--- src/rtl/fifo_pkg.sv ---
// Shared defaults and payload type for the synchronous FIFO and its stream reader.
package fifo_pkg;

  localparam int unsigned FIFO_WIDTH_DEFAULT = 16;
  localparam int unsigned BURST_LEN_DEFAULT  = 4;

  typedef logic [FIFO_WIDTH_DEFAULT-1:0] data_t;

endpackage

--- src/rtl/reader_skid_buf.sv ---
// Two-entry ordered buffer that absorbs words arriving one cycle after each FIFO read.
module reader_skid_buf
  import fifo_pkg::*;
#(
  parameter int unsigned WIDTH = FIFO_WIDTH_DEFAULT
) (
  input  logic             clk,
  input  logic             rst_n,
  input  logic             push,
  input  logic [WIDTH-1:0] push_data,
  input  logic             pop,
  output logic [1:0]       buf_cnt,
  output logic [WIDTH-1:0] head_data
);

  logic [WIDTH-1:0] mem [2];
  logic             head_ptr;
  logic             tail_ptr;

  // Caller guarantees no push when full and no pop when empty.
  always_ff @(posedge clk or negedge rst_n) begin
    if (!rst_n) begin
      mem[0]   <= '0;
      mem[1]   <= '0;
      head_ptr <= 1'b0;
      tail_ptr <= 1'b0;
      buf_cnt  <= 2'd0;
    end else begin
      if (push) begin
        mem[tail_ptr] <= push_data;
        tail_ptr      <= ~tail_ptr;
      end
      if (pop) begin
        head_ptr <= ~head_ptr;
      end
      case ({push, pop})
        2'b10:   buf_cnt <= buf_cnt + 2'd1;
        2'b01:   buf_cnt <= buf_cnt - 2'd1;
        default: buf_cnt <= buf_cnt;
      endcase
    end
  end

  assign head_data = mem[head_ptr];

endmodule

--- src/rtl/fifo_stream_reader.sv ---
// Drains the synchronous FIFO onto a valid/ready stream with a last marker every BURST_LEN beats.
module fifo_stream_reader
  import fifo_pkg::*;
#(
  parameter int unsigned FIFO_WIDTH = FIFO_WIDTH_DEFAULT,
  parameter int unsigned BURST_LEN  = BURST_LEN_DEFAULT
) (
  input  logic                  clk,
  input  logic                  rst_n,
  input  logic                  enable,
  output logic                  fifo_rd_en,
  input  logic [FIFO_WIDTH-1:0] fifo_data_out,
  input  logic                  fifo_empty,
  input  logic                  fifo_underflow,
  output logic                  m_valid,
  input  logic                  m_ready,
  output logic [FIFO_WIDTH-1:0] m_data,
  output logic                  m_last,
  output logic                  err_underflow,
  output logic [31:0]           beats_sent
);

  localparam int unsigned BEAT_W = (BURST_LEN > 1) ? $clog2(BURST_LEN) : 1;
  localparam logic [BEAT_W-1:0] BEAT_LAST = BEAT_W'(BURST_LEN - 1);

  logic [1:0]        buf_cnt;
  logic              inflight;
  logic              pop;
  logic [2:0]        committed;
  logic [BEAT_W-1:0] beat_cnt;

  reader_skid_buf #(
    .WIDTH(FIFO_WIDTH)
  ) u_buf (
    .clk       (clk),
    .rst_n     (rst_n),
    .push      (inflight),
    .push_data (fifo_data_out),
    .pop       (pop),
    .buf_cnt   (buf_cnt),
    .head_data (m_data)
  );

  assign m_valid = (buf_cnt != 2'd0);
  assign pop     = m_valid && m_ready;
  assign m_last  = m_valid && (beat_cnt == BEAT_LAST);

  // Credit check: buffered + in-flight words, less the one leaving now, must leave a free slot.
  assign committed  = 3'(buf_cnt) + 3'(inflight);
  assign fifo_rd_en = rst_n && enable && !fifo_empty && (committed < (3'd2 + 3'(pop)));

  always_ff @(posedge clk or negedge rst_n) begin
    if (!rst_n) begin
      inflight <= 1'b0;
    end else begin
      inflight <= fifo_rd_en;
    end
  end

  always_ff @(posedge clk or negedge rst_n) begin
    if (!rst_n) begin
      beat_cnt   <= '0;
      beats_sent <= 32'd0;
    end else if (pop) begin
      beat_cnt   <= (beat_cnt == BEAT_LAST) ? '0 : beat_cnt + BEAT_W'(1);
      beats_sent <= beats_sent + 32'd1;
    end
  end

  always_ff @(posedge clk or negedge rst_n) begin
    if (!rst_n) begin
      err_underflow <= 1'b0;
    end else if (fifo_underflow) begin
      err_underflow <= 1'b1;
    end
  end

endmodule

--- config.mk ---
export PLATFORM = sky130hd
export DESIGN_NAME = fifo_stream_reader
export DESIGN_NICKNAME = d
export VERILOG_FILES = /design/src/rtl/fifo_pkg.sv /design/src/rtl/reader_skid_buf.sv /design/src/rtl/fifo_stream_reader.sv
export SDC_FILE = /design/constraint.sdc
export NUM_CORES = 1
export LEC_CHECK = 0
export CORE_MARGIN = 2
export CORE_UTILIZATION = 30
export CTS_BUF_LIST = sky130_fd_sc_hd__clkbuf_8
export DETAILED_ROUTE_END_ITERATION = 6
export SETUP_SLACK_MARGIN = 0.02
export SYNTH_ARGS = -nofsm -noshare
export SYNTH_HDL_FRONTEND = slang
export SYNTH_SLANG_ARGS = --single-unit
--- constraint.sdc ---
create_clock -name clk -period 1.6 [get_ports clk]
set_input_delay 0.32 -clock clk [delete_from_list [all_inputs] [get_ports clk]]
set_output_delay 0.32 -clock clk [all_outputs]
set_load 0.01 [all_outputs]
## Yosys cells after proc, flatten, opt, wreduce, memory -nomap -nowiden

Cells that the tools add are included.

- $add $sub $neg: 6
- Magnitude comparators: 4
- Equality and inequality tests: 3
- Multiplexer cells: 8
- Bitwise gates (word level): 4
- Reduce and logical (&&, ||, !) cells: 9

Operators with widths:

| cell | count |
|---|---|
| $mux 16 | 4 |
| $add 32x1->32 const B | 1 |
| $bwmux 32 | 1 |
| $demux 16 s1 | 1 |
| $logic_and 1x1->1 | 6 |
| $add 2x1->2 const B | 2 |
| $eq 2x2->1 const B | 2 |
| $ge 2x2->1 const B | 2 |
| $not 1->2 | 2 |
| $pmux 2 s2 | 1 |
| $reduce_bool 2->1 | 2 |
| $add 2x1->3 | 1 |
| $add 2x1->3 const A | 1 |
| $lt 3x3->1 | 1 |
| $eq 2x1->1 const B | 1 |
| $lt 2x1->1 const B | 1 |
| $mux 2 | 1 |
| $not 1->1 | 2 |
| $sub 2x1->2 const B | 1 |
| $logic_not 1->1 | 1 |

- Bits in registers: 72
- Input port bits: 22
- Output and inout port bits: 52

## Longest topological paths before layout

- Depth in word-level cells: 6
- Mapped depth: 6
- Depth with buffers taken out: 6

## Hierarchy

Synthesis repeated with hierarchy kept, for this count alone.

- Cell total of the unflattened synthesis: 252
- Area, all modules: 3230.6 sq um

Modules (own cells, without submodules):

| module | times used | cells an instance | area an instance (sq um) | sequential area each (sq um) |
|---|---|---|---|---|
| fifo_stream_reader | 1 | 154 | 1675.4 | 900.9 |
| reader_skid_buf | 1 | 98 | 1555.2 | 900.9 |

## Worst setup path after synthesis

Ideal clock, no wire load.

- Kind: reg2out
- Start: register u_buf.buf_cnt[0]
- End: output fifo_rd_en
- Arrival: 1471 ps
- Required time: 1280 ps
- Path slack: -191 ps
- Cell stages (with the launch flop): 5
- Cell sequence: dfrtp_1 -> ha_1 -> ha_1 -> o21ai_0 -> nor4b_1

- Longest elaborated chain between the ends: 5
- Elaborated cells on any way between the ends: 6
- Classes of those cells: 2 x add/sub; 1 x order compare; 3 x reduce/logical

RTL lines:

| what | RTL line | text |
|---|---|---|
| start: declaration | reader_skid_buf.sv:12 | `output logic [1:0] buf_cnt,` |
| start signal: assignment | reader_skid_buf.sv:37 | `2'b10: buf_cnt <= buf_cnt + 2'd1;` |
| start signal: assignment | reader_skid_buf.sv:38 | `2'b01: buf_cnt <= buf_cnt - 2'd1;` |
| start signal: assignment | reader_skid_buf.sv:39 | `default: buf_cnt <= buf_cnt;` |
| $reduce_bool 2->1 | fifo_stream_reader.sv:44 | `assign m_valid = (buf_cnt != 2'd0);` |
| $logic_and 1x1->1 | fifo_stream_reader.sv:45 | `assign pop = m_valid && m_ready;` |
| $add 2x1->3 | fifo_stream_reader.sv:50 | `assign fifo_rd_en = rst_n && enable && !fifo_empty && (committed < (3'd2 + 3'(pop)));` |
| $lt 3x3->1 (*) | fifo_stream_reader.sv:50 |  |
| $logic_and 1x1->1 (*) | fifo_stream_reader.sv:50 |  |
| end: declaration | fifo_stream_reader.sv:11 | `output logic fifo_rd_en,` |

Every way passes the cells marked *; elsewhere a longest branch is shown, timed or not.

## Final worst setup path

- Start: register inflight
- End: output fifo_rd_en

- Longest elaborated chain between the ends: 3

RTL lines:

| what | RTL line | text |
|---|---|---|
| start: declaration | fifo_stream_reader.sv:27 | `logic inflight;` |
| start signal: assignment | fifo_stream_reader.sv:56 | `inflight <= fifo_rd_en;` |
| $add 2x1->3 | fifo_stream_reader.sv:49 | `assign committed = 3'(buf_cnt) + 3'(inflight);` |
| $lt 3x3->1 | fifo_stream_reader.sv:50 |  |
| $logic_and 1x1->1 | fifo_stream_reader.sv:50 |  |

No other way between the ends.

==> run summary <==
Status - finished with violations
Failing checks - negative setup slack
Sw Ratio - 0.3015
Clock Latency Late Sink - 0.35 ns
Yosys cell types - 27
Final critical-path share of the clock period - 1.232
Grt ovf - 0
Yosys top cell by area - dfrtp_1
Mux share of post-synthesis cell area - 0.1653
Register-to-Register Setup Slack - -0.29 ns
Routed WL - 8.089 mm
Gate power share - 0.462
Antenna diode instance count - 0
Kind of critical path - flop to primary output
GR Util All Layers - 0.1408
Clock Power Share - 0.190
CTS Buf Count - 9
Internal power - 5.426 mW
Die area - 11750 um2
Die Wd - 108.4 um
Post-Synth XOR/XNOR Area - 0.09644
Worst path arrival time - 1.65 ns
RSZ-0062 raised after global routing - true
Vias in the first global route - 2658
Rows - 38
Post-synthesis compound-gate area fraction - 0.01263
Max Fclk - 507.2 MHz
Max Cap Violations - 0
Drt pass-1 iters - 4
H-tree depth - 3
Final setup margin - -0.3715 ns
Post-Syn Area - 3269 um2
Mean routed wirelength per cell - 15.12 um
#FFs+latches synth - 72
Die height - 108.4 um
Average cell area after synthesis - 12.77 um2
Fill cells - 1007
Via count - 2485
Flop pwr share - 0.348
Peak supply drop - 769.1 uV
PD cells - 1505 nW/um2
Max Root-Sink Buffers - 2
Ys Warns - 0
DRT iter0 DRCs - 78
Critical Path End Type - primary output
Port Buffers - 73
Initial Utilization - 0.3043
TritonCTS clock tree - done
Seq/Total Area, Yosys - 0.5511
Area growth syn-to-layout - 57.90%
Adder-Cell Fraction of Synth Area - 0.01914
Commonest non-fill, non-tap cell in the layout - dfrtp_1
Post-route DRC - 0
Synth top area share - 0.5511
Slew Limit Headroom - 0.3869
CP required - 1.28 ns
Syn Nets - 283
Fin. Hold Viols - 0
Footprint of the multi-input gates - 1727 um2
HP Class - primary input to async pin
Final setup fails - 33
Tmin final - 1.971 ns
Most used DFF post-synth - dfrtp_1
Slew Limit Fails - 0
Fin Clk Skew - 0.005773 ns
Initial antenna violation count - 0
Final antenna-violating net count - 0
Sink Count - 72
Post-Synth Simple-Gate Area - 0.1424
Cells after DPL - 493
Sw power - 2.342 mW
Synth area leaders - dfrtp_1 (55%), mux2_2 (17%), xor2_1 (6.4%), xnor2_1 (3.2%), nand2_1 (2.4%)
Slew @ Worst Pin - 0.9196 ns
Reg area - 1807 um2
HPWL after detailed placement - 5.121 mm
Layout cells sized above 1 - 0.4582
Hold WS - 0.2097 ns
Commonest cells after routing, fill and taps aside - dfrtp_1 (68), buf_4 (41), mux2_2 (34)
Largest family of logic cells by synthesized area - multiplexers
Final Non-Filler Cells - 535
RR Endpoint - u_buf.buf_cnt[1]$_DFFE_PN0P_
Total core area - 10750 um2
Largest net degree at the start of global routing - 73
Pleak - 2.602 nW
Final RePlAce weighted congestion - 0.7706
DR vias/cell - 4.645
First-pass GRT wire length - 12.78 mm
Cells on worst reg2reg path - 9
Nets@finish - 417
Async set or reset register ratio after synthesis - 1.000
CTS Root Cell - clkbuf_8
Cells after Synth - 256
I/O Pins - 74
Worst Path Max Fanout - 2
Post-synth EDFFs - 0
Crit path launch type - flop
FF-to-FF Start - u_buf.buf_cnt[1]$_DFFE_PN0P_
Clock-pin slew on the worst setup and hold paths - 0.08 ns
## cell type report
type	instances	share of cell area
Tap cell	140	0.03393
Inverter	7	0.005090
Timing Repair Buffer	127	0.2365
Clock inverter	6	0.01333
Sequential cell	72	0.3500
Clock buffer	10	0.02666
Multi-Input combinational cell	173	0.3345
## worst max-delay path: stages, from the launching register on
cell and delay (ns):
dfrtp_1 0.40, ha_2 0.21, ha_4 0.21, o21ai_2 0.06, nor4b_4 0.23, buf_2 0.19
## cell usage after synthesis (all sizes together), types with 2 or more instances
cell     n
ha       5
and2     3
nand4   10
nand2   21
nor4     7
dfrtp   72
or4      2
xnor2   12
or2      2
nor3    11
clkbuf   3
nor2     9
o21ai    2
mux2    48
xor2    24
and4     6
nand3    7
inv      7
## per-layer routing
layer / wire [um] / part of all wire / up-vias / GRT usage
li1: - / - / 1173 / -
met1: 3727 / 0.46 / 1235 / 0.1773
met2: 3854 / 0.48 / 66 / 0.2345
met3: 394 / 0.049 / 11 / 0.03918
met4: 112 / 0.014 / 0 / 0.04487
met5: 0 / 0 / - / 0
## power groups by stage
stage               combinational [mW]  sequential (mW)  clock, mW
finish                            3.59             2.70       1.48
global route                      3.84             2.78       1.60
CTS                               3.48             2.68       1.54
detailed placement                2.94             2.70          0
global placement                  2.89             2.66          0
floorplan                         1.38             2.77          0
## timing repair
item	CTS	global route
cloned	1	1
hold buffers	0	0
resized for setup	166	40
setup endpoints to repair	67	51
buffers inserted	24	5
pin swaps	10	3
## worst max path at each step
stage	endpoint	depth (start not counted)	start	slack, ns
3_3_place_gp	fifo_rd_en	5	m_ready	-0.67
5_1_grt	fifo_rd_en	5	inflight$_DFF_PN0_	-0.46
4_1_cts	fifo_rd_en	5	inflight$_DFF_PN0_	-0.38
6_report	fifo_rd_en	5	inflight$_DFF_PN0_	-0.37
3_5_place_dp	fifo_rd_en	5	m_ready	-0.70
2_1_floorplan	fifo_rd_en	4	u_buf.buf_cnt[0]$_DFFE_PN0P_	-0.02
## cell families after synthesis
group,count (synthesis)
and+or+nand+nor,80
DFF,72
muxes,48
xor gates and xnor gates,36
buffers and inverters,11
adders and majority gates,5
AOI/OAI and AO/OA,4
## flip-flops by register name, indices dropped and copies added (netlist names)
signal / flops
beat_cnt: 2
beats_sent: 32
err_underflow: 1
inflight: 1
u_buf.buf_cnt: 2
u_buf.head_ptr: 1
u_buf.mem: 32
u_buf.tail_ptr: 1
## metrics by stage
| stage | power [mW] | setup TNS [ns] | area [um2] | setup slack [ns] | utilization |
|---|---|---|---|---|---|
| 4_1_cts | 7.690 | -5.252 | 5005 | -0.3766 | 0.4658 |
| 5_1_grt | 8.221 | -6.683 | 5162 | -0.4570 | 0.4804 |
| 2_1_floorplan | 4.152 | -0.02468 | 3277 | -0.02039 | - |
| 3_3_place_gp | 5.560 | -11.33 | 4410 | -0.6731 | 0.4105 |
| 6_report | 7.768 | -4.090 | 5162 | -0.3715 | 0.4804 |
| 3_5_place_dp | 5.643 | -11.37 | 4410 | -0.7034 | 0.4105 |
No activity file was read; power rests on OpenSTA's default activity.
